**config.mk**
```make
export PLATFORM = sky130hd
export DESIGN_NAME = ex_stage
export DESIGN_NICKNAME = d
export VERILOG_FILES = /design/src/rtl/riscv_pkg.sv /design/src/rtl/alu.sv /design/src/rtl/ex_stage.sv
export SDC_FILE = /design/constraint.sdc
export NUM_CORES = 1
export LEC_CHECK = 0
export CAP_MARGIN = 40
export CORE_UTILIZATION = 35
export CTS_BUF_LIST = sky130_fd_sc_hd__clkbuf_16
export DETAILED_ROUTE_END_ITERATION = 10
export PLACE_DENSITY_LB_ADDON = 0.12
export SETUP_SLACK_MARGIN = 0.4
export SLEW_MARGIN = 20
export SYNTH_ARGS = -nofsm -noshare
export SYNTH_HDL_FRONTEND = slang
export SYNTH_SLANG_ARGS = --single-unit
```
**constraint.sdc**
```tcl
create_clock -name clk -period 18.62 [get_ports clk]
set_input_delay 2.793 -clock clk [delete_from_list [all_inputs] [get_ports clk]]
set_output_delay 2.793 -clock clk [all_outputs]
set_load 0.01 [all_outputs]
```
**src/rtl/riscv_pkg.sv**
```systemverilog
// riscv_pkg: definitions shared across the RV32I pipeline.
//   - forwarding select codes driven by the forward unit
//   - ALU operation enum
//   - canonical bubble instruction (addi x0, x0, 0)
//   - opcode / funct3 constants used by the execute stage
//   - write-back source select encoding
package riscv_pkg;

   localparam logic [1:0] NO_FORWARD  = 2'b00;
   localparam logic [1:0] MEM_FORWARD = 2'b01;
   localparam logic [1:0] WB_FORWARD  = 2'b10;

   typedef enum logic [3:0] {
      ALU_ADD    = 4'd0,
      ALU_SUB    = 4'd1,
      ALU_SLL    = 4'd2,
      ALU_SLT    = 4'd3,
      ALU_SLTU   = 4'd4,
      ALU_XOR    = 4'd5,
      ALU_SRL    = 4'd6,
      ALU_SRA    = 4'd7,
      ALU_OR     = 4'd8,
      ALU_AND    = 4'd9,
      ALU_PASS_B = 4'd10
   } alu_op_e;

   localparam logic [31:0] NOP_INSTR = 32'h0000_0013;

   localparam logic [6:0] OPC_BRANCH = 7'b1100011;
   localparam logic [6:0] OPC_JAL    = 7'b1101111;
   localparam logic [6:0] OPC_JALR   = 7'b1100111;

   localparam logic [2:0] F3_BEQ  = 3'b000;
   localparam logic [2:0] F3_BNE  = 3'b001;
   localparam logic [2:0] F3_BLT  = 3'b100;
   localparam logic [2:0] F3_BGE  = 3'b101;
   localparam logic [2:0] F3_BLTU = 3'b110;
   localparam logic [2:0] F3_BGEU = 3'b111;

   localparam logic [1:0] WB_SEL_ALU = 2'd0;
   localparam logic [1:0] WB_SEL_MEM = 2'd1;
   localparam logic [1:0] WB_SEL_PC4 = 2'd2;

endpackage

```
**src/rtl/alu.sv**
```systemverilog
// alu: purely combinational RV32I ALU.
//   op_a, op_b : operands
//   op         : operation (alu_op_e)
//   result     : op_a <op> op_b; shifts use op_b[4:0]; unknown ops give 0
module alu
   import riscv_pkg::*;
(
   input  logic [31:0] op_a,
   input  logic [31:0] op_b,
   input  alu_op_e     op,
   output logic [31:0] result
);

   logic [4:0] shamt;
   assign shamt = op_b[4:0];

   always_comb begin
      result = '0;
      case (op)
         ALU_ADD:    result = op_a + op_b;
         ALU_SUB:    result = op_a - op_b;
         ALU_SLL:    result = op_a << shamt;
         ALU_SLT:    result = {31'b0, $signed(op_a) < $signed(op_b)};
         ALU_SLTU:   result = {31'b0, op_a < op_b};
         ALU_XOR:    result = op_a ^ op_b;
         ALU_SRL:    result = op_a >> shamt;
         ALU_SRA:    result = $unsigned($signed(op_a) >>> shamt);
         ALU_OR:     result = op_a | op_b;
         ALU_AND:    result = op_a & op_b;
         ALU_PASS_B: result = op_b;
         default:    result = '0;
      endcase
   end

endmodule

```
**src/rtl/ex_stage.sv**
```systemverilog
// ex_stage: execute stage of the 5-stage RV32I pipeline.
//   Inputs : EX-slot instruction/pc/valid, register data, immediate, ALU op and
//            operand selects, carried-forward enables, forwarding selects,
//            WB write-back value, stall and flush.
//   Outputs: br_taken_EX / br_target_EX (combinational redirect) and the
//            EX/MEM pipeline register (*_MEM).
//   The MEM forwarding source is this stage's own registered alu_data_MEM.
module ex_stage
   import riscv_pkg::*;
(
   input  logic        clk,
   input  logic        rst,
   input  logic [31:0] instr_EX,
   input  logic [31:0] pc_EX,
   input  logic        valid_EX,
   input  logic [31:0] rs1_data_EX,
   input  logic [31:0] rs2_data_EX,
   input  logic [31:0] imm_EX,
   input  logic [3:0]  alu_op_EX,
   input  logic        a_sel_EX,
   input  logic        b_sel_EX,
   input  logic        rd_wren_EX,
   input  logic        mem_wren_EX,
   input  logic [1:0]  wb_sel_EX,
   input  logic [1:0]  forward_ASel,
   input  logic [1:0]  forward_BSel,
   input  logic [31:0] wb_data_WB,
   input  logic        stall,
   input  logic        flush,
   output logic        br_taken_EX,
   output logic [31:0] br_target_EX,
   output logic [31:0] instr_MEM,
   output logic [31:0] pc_MEM,
   output logic [31:0] alu_data_MEM,
   output logic [31:0] store_data_MEM,
   output logic        rd_wren_MEM,
   output logic        mem_wren_MEM,
   output logic        valid_MEM,
   output logic [1:0]  wb_sel_MEM
);

   logic [31:0] instr_reg, pc_reg, alu_data_reg, store_data_reg;
   logic        rd_wren_reg, mem_wren_reg, valid_reg;
   logic [1:0]  wb_sel_reg;

   logic [31:0] fwd_a, fwd_b, op_a, op_b, alu_result, ex_result;
   logic [31:0] pc_target, jalr_target;
   logic [6:0]  opcode;
   logic [2:0]  funct3;
   logic        is_branch, is_jal, is_jalr, br_cond;

   // Operand forwarding; code 11 falls through to the register-file value.
   always_comb begin
      fwd_a = rs1_data_EX;
      case (forward_ASel)
         MEM_FORWARD: fwd_a = alu_data_reg;
         WB_FORWARD:  fwd_a = wb_data_WB;
         default:     fwd_a = rs1_data_EX;
      endcase
   end

   always_comb begin
      fwd_b = rs2_data_EX;
      case (forward_BSel)
         MEM_FORWARD: fwd_b = alu_data_reg;
         WB_FORWARD:  fwd_b = wb_data_WB;
         default:     fwd_b = rs2_data_EX;
      endcase
   end

   assign op_a = a_sel_EX ? pc_EX  : fwd_a;
   assign op_b = b_sel_EX ? imm_EX : fwd_b;

   alu u_alu (
      .op_a   (op_a),
      .op_b   (op_b),
      .op     (alu_op_e'(alu_op_EX)),
      .result (alu_result)
   );

   assign opcode    = instr_EX[6:0];
   assign funct3    = instr_EX[14:12];
   assign is_branch = (opcode == OPC_BRANCH);
   assign is_jal    = (opcode == OPC_JAL);
   assign is_jalr   = (opcode == OPC_JALR);

   // Branch compare always uses the forwarded registers, never the ALU operands.
   always_comb begin
      br_cond = 1'b0;
      case (funct3)
         F3_BEQ:  br_cond = (fwd_a == fwd_b);
         F3_BNE:  br_cond = (fwd_a != fwd_b);
         F3_BLT:  br_cond = ($signed(fwd_a) <  $signed(fwd_b));
         F3_BGE:  br_cond = ($signed(fwd_a) >= $signed(fwd_b));
         F3_BLTU: br_cond = (fwd_a <  fwd_b);
         F3_BGEU: br_cond = (fwd_a >= fwd_b);
         default: br_cond = 1'b0;
      endcase
   end

   assign pc_target   = pc_EX + imm_EX;
   assign jalr_target = (fwd_a + imm_EX) & ~32'h1;

   assign br_taken_EX  = valid_EX & ~flush & ((is_branch & br_cond) | is_jal | is_jalr);
   assign br_target_EX = is_jalr ? jalr_target : pc_target;

   // Jumps write the link address instead of the ALU result.
   assign ex_result = (is_jal | is_jalr) ? (pc_EX + 32'd4) : alu_result;

   // EX/MEM register: reset/flush load a bubble, flush beats stall.
   always_ff @(posedge clk or posedge rst) begin
      if (rst) begin
         instr_reg      <= NOP_INSTR;
         pc_reg         <= '0;
         alu_data_reg   <= '0;
         store_data_reg <= '0;
         rd_wren_reg    <= 1'b0;
         mem_wren_reg   <= 1'b0;
         valid_reg      <= 1'b0;
         wb_sel_reg     <= '0;
      end else if (flush) begin
         instr_reg      <= NOP_INSTR;
         pc_reg         <= '0;
         alu_data_reg   <= '0;
         store_data_reg <= '0;
         rd_wren_reg    <= 1'b0;
         mem_wren_reg   <= 1'b0;
         valid_reg      <= 1'b0;
         wb_sel_reg     <= '0;
      end else if (!stall) begin
         instr_reg      <= instr_EX;
         pc_reg         <= pc_EX;
         alu_data_reg   <= ex_result;
         store_data_reg <= fwd_b;
         rd_wren_reg    <= rd_wren_EX & valid_EX;
         mem_wren_reg   <= mem_wren_EX & valid_EX;
         valid_reg      <= valid_EX;
         wb_sel_reg     <= wb_sel_EX;
      end
   end

   assign instr_MEM      = instr_reg;
   assign pc_MEM         = pc_reg;
   assign alu_data_MEM   = alu_data_reg;
   assign store_data_MEM = store_data_reg;
   assign rd_wren_MEM    = rd_wren_reg;
   assign mem_wren_MEM   = mem_wren_reg;
   assign valid_MEM      = valid_reg;
   assign wb_sel_MEM     = wb_sel_reg;

endmodule

```
## Word-level counts from Yosys, hierarchy flattened

Index checks and enable logic that the tools add are counted.

- Add/sub/neg operators: 5
- Order comparisons: 6
- Equal/unequal tests: 25
- Shift-type cells: 3
- Multiplexer cells: 24
- Bitwise operators: 12
- Reduce and logical (&&, ||, !) cells: 2

Operators by type and width:

| cell | number |
|---|---|
| 2-to-1 mux 32 bit | 12 |
| one-hot mux 32 bit (11 select lines) | 1 |
| less-than comparator 32 bit | 4 |
| one-hot mux 32 bit (2 select lines) | 2 |
| adder 32 bit | 3 |
| >= comparator 32 bit | 2 |
| adder 32 x 3 -> 32 bit (second input constant) | 1 |
| AND 32 bit | 1 |
| == test 32 bit | 1 |
| != test 32 bit | 1 |
| bitwise OR 32 bit | 1 |
| << shifter 32 x 5 -> 32 bit | 1 |
| right shift 32 x 5 -> 32 bit | 1 |
| >>> shifter 32 x 5 -> 32 bit | 1 |
| subtractor 32 bit | 1 |
| XOR 32 bit | 1 |
| == test 7 bit (second input constant) | 3 |
| == test 4 x 3 -> 1 bit (second input constant) | 4 |
| == test 3 bit (second input constant) | 4 |
| == test 4 bit (second input constant) | 3 |
| == test 4 x 2 -> 1 bit (second input constant) | 2 |
| 2-to-1 mux 1 bit | 6 |
| one-hot mux 1 bit (6 select lines) | 1 |
| AND 1 bit | 5 |
| 10 further kinds | 15 |

- Register bits after elaboration: 133
- Input port bits: 211
- Output and inout port bits: 166
- Word-level logic and storage cells: 85

## Longest topological paths before layout

Gate-level depths: netlist of the first run.

- Depth in word-level cells: 8
- Mapped depth: 22
- Gate-level depth less buffers: 18

## Cells and area by module

Synthesis of the first run repeated with hierarchy kept, for this count alone.

- Cell total of the unflattened synthesis: 2849
- Area, all modules: 21220.4 µm²

By module, submodules not included:

| module | times used | cells each | area each (µm²) | seq. area each (µm²) |
|---|---|---|---|---|
| ex_stage | 1 | 1479 | 11881.4 | 3331.9 |
| alu | 1 | 1370 | 9339.0 | 0.0 |

## Worst setup path before layout of the first run

No wires, ideal clock.

- Path kind: input -> output
- Start point: input forward_ASel[0]
- End point: output br_target_EX[31]
- Data arrival time: 7002 ps
- Required time: 15827 ps
- Slack: 8825 ps
- Stages on the path: 19
- Buffers on the path: 4
- Path through: inv_1 -> ha_1 -> buf_4 -> clkbuf_1 -> clkbuf_1 -> mux2_2 -> ha_1 -> clkbuf_1 -> a21oi_1 -> o21ai_1 -> a211o_1 -> or3_1 -> o221ai_1 -> o311ai_1 -> a311o_1 -> a21o_1 -> xor2_1 -> mux2i_1 -> xnor2_1

- Cells in the longest elaborated chain, start to end: 4
- Elaborated cells on any way between the ends: 5
- Those cells by class: 1 x add/sub; 2 x eq/ne; 2 x mux

RTL lines:

| item | line | source |
|---|---|---|
| from (decl) | ex_stage.sv:25 | `input logic [1:0] forward_ASel,` |
| == test 2 bit or == test 2 x 1 -> 1 bit (tied branches) | ex_stage.sv:55 | `case (forward_ASel)` |
| one-hot mux 32 bit (2 select lines) (*) | ex_stage.sv:55 |  |
| adder 32 bit (*) | ex_stage.sv:102 | `assign jalr_target = (fwd_a + imm_EX) & ~32'h1;` |
| 2-to-1 mux 32 bit (*) | ex_stage.sv:105 | `assign br_target_EX = is_jalr ? jalr_target : pc_target;` |
| to (decl) | ex_stage.sv:31 | `output logic [31:0] br_target_EX,` |

Every way passes the cells marked *; elsewhere a longest branch is shown, timed or not.

## Worst setup path in the final report of the first run

- Start point: input forward_ASel[0]
- End point: output br_target_EX[28]

The elaborated chain is that of the path after synthesis.

==> impl_metrics.ini, run 1 <==
[routing]
vias = 24754
route.met2.wl_um = 50800
drt_iter0_markers = 2933
wl_per_cell_um = 29.6
drc_errors = 0
drt-total-wl_um = 115000
dr.max_layer_used = met5
antenna_left = 0
wl_met1_um = 47000
route.met3.wl_um = 12100
first_pass_iters = 6
viasPerCell = 6.40

[synth]
synth_edf_count = 0
synth_area_um2 = 20700
yosysUniqueCellTypes = 88
synth_nets = 3226
synth_area_leaders = dfrtp_1, ha_1, mux2i_1, a21oi_1, nor2_1
yosysMostFrequentCell = nor2_1
netlist.area_leader.share = 0.157
async_flop_share = 1.00
syn_inst = 2817
synthFlopType = dfrtp_1
ys_seq_area_frac = 0.161
synth_seq_cells = 133
avgSynthCellArea_um2 = 7.36
synth_common_cells = nor2_1, nand2_1, a21oi_1
yosys.area.top_type = dfrtp_1
ys_warn_count = 0

[timing]
min_period_ns = 11.31
rsz0062_at_grt = false
fin_ws_ns = 7.31
setup_viol_count_final = 0
tns_ns = 0
layout_worst_path_cycle_share = 0.608
maxSlewHeadroom = 0.362
worst_pin_slew_ns = 0.947
fin_skew_ns = 0.0168
fmax_mhz = 88.4
maxSlewViolCount = 0
hold_viol = 0
hold_ws_ns = 0.522

[floorplanning]
fp.dieH_um = 245
num_rows = 88
start_util = 0.356
die_area_um2 = 60200
die-width_um = 245
core_um2 = 58100
ios = 377

[global_routing]
grt.overflow.total = 0
antenna_found_initial = 9
grt_pass1_wl_um = 165000
grt_usage = 0.372
grt_max_degree = 71
grt_pass1_vias = 23651

[critical_path]
worst_setup_path_start_kind = input pin
r2r_start = alu_data_MEM[6]$_DFFE_PP0P_
cpPeakStageDelay_ns = 0.70
ff2ff_path_depth = 14
crit_required_ns = 15.83
cp_max_fo = 27
cp_slowest_cell = a221oi_1
timing.rr.end = alu_data_MEM[27]$_DFFE_PP0P_
worstPathCellList = clkdlybuf4s50_1 -> inv_1 -> ha_2 -> buf_12 -> nor2b_1 -> nor2_1 -> and2_1 -> fa_1 -> a21oi_1 -> o21ai_0 -> nand3_1 -> a31oi_1 -> a221oi_1 -> o31a_1 -> o21ai_1 -> a2111oi_0 -> nor3_1 -> xnor2_1 -> a21oi_1 -> clkdlybuf4s50_1
worst-setup-path-type = input pin to output port
worst_setup_path_end_kind = output port
r2r_slack_ns = 12.69
critPathArrivalTime_ns = 8.52

[finish]
final_core_util = 0.444
multiInputGateArea_um2 = 16200
nFillCells = 5940
fin_nets = 3497
regArea_um2 = 3330
drive_gt1_frac = 0.0606
fin_area_um2 = 25800
final-instance-count-excl-fill = 3869
area_growth_pct = 24.6

[pwr]
irDropWorstVdd_uv = 64.0
p_total_mw = 1.81
p_leak_nw = 11.0
pwr_density_cell_nw_per_um2 = 69.9

[placement]
numPortBuffers = 376
post-place-ws_ns = 7.34
place_hpwl_um = 89900
gp_congestion = 0.997
dpl.cell_count = 3831
place_area_um2 = 25200

[worst_hold_path]
holdPathEnd = store_data_MEM[30]$_DFFE_PP0P_
hp-class = flop to flop
whs_path_depth = 2
min-delay-start = store_data_MEM[30]$_DFFE_PP0P_

[clocking]
clk_latency_ns = 0.49
cts-root-buf = clkbuf_16
ctsLongestPathBuffers = 2
post_cts_buffers = 0
cts_max_level = 4
cts_hold_buf = 0
cts_tree = yes
cts.sinks = 133
numCtsBuffers = 17
clkTransAtPathRegs_ns = 0.07
cts_resized = 0

[flow_run]
cap_violations = 0

[outcome]
status = finished, final reports clean
[cells by family (layout without fill, tap and decap cells)]
logic type	Yosys count	after routing	share of synthesized area
compound gates	1022	1022	0.337
mux	190	190	0.0948
flops	133	133	0.161
other cells	0	3	0
buf+inv	320	604	0.0619
xor+xnor	90	90	0.0380
simple gates	863	863	0.186
fa+ha+maj	199	199	0.121
[cells in the final DEF, fill, tap and decap left out, drive strengths merged, types with 12 or more instances in the layout]
cell type        n
a2111oi         14
clkdlybuf4s50  373
o22ai           21
a21oi          258
xnor2           56
o31ai           14
a22oi           21
nor3            51
nand4           25
nand2b          48
or3             14
a211oi          58
xor2            34
o21a            22
nand3           41
o211ai          37
nor2b           35
o21ai          241
a22o            27
a21o            48
a31oi           23
clkbuf          17
buf             66
a221oi          38
nor2           329
mux2i          158
and2            13
o2111ai         12
and3            12
o21bai          24
a211o           15
o221ai          41
dfrtp          130
ha             194
a221o           54
inv            140
mux2            30
nand2          259
[layer usage]
metal  vias to the layer above  track usage
met5                         -            0
met4                        12        0.147
met3                       241       0.0920
met2                      1469        0.579
met1                     12035        0.490
li1                      10997            -
[worst max path at each step]
| stage | endpoint | slack [ns] | start | cells past startpoint |
|---|---|---|---|---|
| floorplan | br_target_EX[31] | 8.83 | forward_ASel[0] | 19 |
| global placement | br_target_EX[28] | 7.22 | forward_ASel[0] | 19 |
| detailed placement | br_target_EX[28] | 7.34 | forward_ASel[1] | 17 |
| CTS | br_target_EX[28] | 7.33 | forward_ASel[1] | 17 |
| global route | br_target_EX[28] | 7.08 | forward_ASel[0] | 20 |
| finish | br_target_EX[28] | 7.31 | forward_ASel[0] | 20 |
[power by group]
| part | switching (mW) | internal, mW |
|---|---|---|
| sequential | 0.0262 | 0.309 |
| clock | 0.179 | 0.181 |
| combinational | 0.693 | 0.417 |
| total | 0.898 | 0.907 |
[final cells by class]
type	count	share of cell area
multi-input cells	2364	0.625
repair buffers	439	0.166
flip-flops and latches	133	0.129
well taps	765	0.0371
inverters	133	0.0196
clock buffers	17	0.0165
clock inverters	15	0.00673
diodes	3	0.000291
[sequential cells by signal, summed over array words and instances (netlist names)]
name and cells:
instr_MEM 32, mem_wren_MEM 1, alu_data_MEM 32, pc_MEM 32, store_data_MEM 32, wb_sel_MEM 2
rd_wren_MEM 1, valid_MEM 1
[worst max-delay path, delay by kind of cell]
kind	cells	cell delay (ns)
AOI/OAI and AO/OA	8	2.24
buffers and inverters	4	1.43
adders and majority gates	2	1.07
and+or+nand+nor	5	0.82
xor gates and xnor gates	1	0.15
Power figures use the tool's default switching activity.
==> inputs of run 2 (changes only) <==
Clock period 18.62 ns to 9.9 ns, I/O delays scaled along.
==> impl_metrics.ini, run 2 (synthesis results as in run 1) <==
[clocking]
cts_hold_buf = 0
post_cts_buffers = 0
clk_latency_ns = 0.49
cts_resized = 0
numCtsBuffers = 17
clkTransAtPathRegs_ns = 0.07
cts_max_level = 4
cts_tree = yes
cts.sinks = 133
cts-root-buf = clkbuf_16
ctsLongestPathBuffers = 2

[routing]
wl_per_cell_um = 29.4
vias = 24708
drt_iter0_markers = 3049
viasPerCell = 6.38
drt-total-wl_um = 114000
antenna_left = 0
drc_errors = 0
first_pass_iters = 6

[finish]
layout_commonest_cell = clkdlybuf4s50_1
fin_nets = 3499
mostFrequentLayoutCells = clkdlybuf4s50_1, nor2_1, nand2_1, a21oi_1, o21ai_0
drive_gt1_frac = 0.0612
area_growth_pct = 24.7

[timing]
setup_viol_count_final = 0
rsz0062_at_grt = false
fin_skew_ns = 0.0152
maxSlewHeadroom = 0.245
min_period_ns = 8.78
layout_worst_path_cycle_share = 0.887
maxSlewViolCount = 0
worst_pin_slew_ns = 1.13
tns_ns = 0
fmax_mhz = 114
hold_viol = 0

[pwr]
p_leak_nw = 11.0
pwr_density_cell_nw_per_um2 = 132
p_total_mw = 3.42
irDropWorstVdd_uv = 142

[placement]
numPortBuffers = 376
gp_congestion = 1.02
place_hpwl_um = 90400

[critical_path]
crit_required_ns = 8.42
worstPathCellList = clkdlybuf4s50_1 -> inv_1 -> ha_2 -> a22oi_1 -> o21ai_0 -> ha_1 -> a2111oi_0 -> nand2_1 -> o22ai_1 -> o21ai_1 -> o221ai_1 -> o311ai_1 -> a311o_1 -> a21o_1 -> xor2_1 -> mux2i_1 -> xnor2_1 -> clkdlybuf4s50_1
cp_max_fo = 32
path_delay_family = compound AO/OA/AOI/OAI gates
cp.buffers_inverters = 3
critPathArrivalTime_ns = 7.29
cp_slowest_cell = ha_2
worst_setup_path_end_kind = output port
cpPeakStageDelay_ns = 0.73
crit_path_frequent_cell = clkdlybuf4s50_1
worst_setup_path_start_kind = input pin
worst-setup-path-type = input pin to output port

[floorplanning]
core_um2 = 58100
num_rows = 88
ios = 377
start_util = 0.356
die-width_um = 245
fp.dieH_um = 245
die_area_um2 = 60200

[global_routing]
grt_max_degree = 73
grt_pass1_wl_um = 164000
grt_pass1_vias = 23637
grt.overflow.total = 0
antenna_found_initial = 9
grt_usage = 0.369

[flow_run]
cap_violations = 0

[worst_hold_path]
hp-class = flop to flop

[outcome]
status = finished, final reports clean
## run 2: path summary, 6_finish.rpt
| kind | startpoint | endpoint | slack [ns] | depth (start not counted) |
|---|---|---|---|---|
| setup / recovery | forward_ASel[0] | br_target_EX[31] | 1.12 | 18 |
| hold / removal | store_data_MEM[26]$_DFFE_PP0P_ | store_data_MEM[26]$_DFFE_PP0P_ | 0.52 | 2 |
| setup reg to reg | alu_data_MEM[6]$_DFFE_PP0P_ | alu_data_MEM[29]$_DFFE_PP0P_ | 4.28 | 15 |
| hold reg to reg | store_data_MEM[26]$_DFFE_PP0P_ | store_data_MEM[26]$_DFFE_PP0P_ | 0.52 | 2 |
| max in group asynchronous | rst | instr_MEM[4]$_DFFE_PP1P_ | 7.08 | 4 |
| min in group asynchronous | rst | instr_MEM[21]$_DFFE_PP0P_ | 1.45 | 2 |
## run 2: through the flow
stage                     hold WS, ns  cell area [um2]  instances   util  worst slack (ns)
after CTS                       0.525            25800       3866  0.444              1.25
after detailed placement        0.508            25200       3834  0.433              1.28
after floorplan                 0.548            20700       2817      -              2.72
after global routing            0.551            25800       3869  0.444             0.942
after global placement          0.498            25100       3827  0.432              1.09
final                           0.519            25800       3874  0.444              1.12
## run 2: worst reg2reg max path, stage by stage (launching register included)
cell and delay [ns]:
dfrtp_1 0.51, a221o_1 0.21, o21ai_0 0.28, o21ai_0 0.84
ha_1 0.48, inv_1 0.14, nor3_1 0.09, a221o_1 0.35
a211oi_1 0.61, o21ai_0 0.41, a41oi_1 0.55, o31a_1 0.27
xor2_1 0.09, o221ai_1 0.17, a21oi_1 0.09, a2111oi_0 0.39
## run 2: cell type report
| type | count | area [um2] |
|---|---|---|
| fill | 6004 | 32300 |
| tap | 765 | 957 |
| inverter | 133 | 505 |
| antenna | 6 | 15.0 |
| clock buffer | 17 | 425 |
| clock inverter | 15 | 179 |
| timing repair buffer | 441 | 4270 |
| multi-input combinational | 2364 | 16200 |
| sequential | 133 | 3330 |
## run 2: layer usage
metal  track usage  wire length [um]
met2         0.564             49400
met4         0.167              5350
met1         0.495             47900
met3        0.0782             11100
met5             0                54
## run 2: where the power goes
part	internal, mW	switching [mW]	leakage, nW
Combinational	0.789	1.31	8.94
Clock	0.361	0.329	0.294
Sequential	0.582	0.0489	1.77
Total	1.73	1.69	11.0
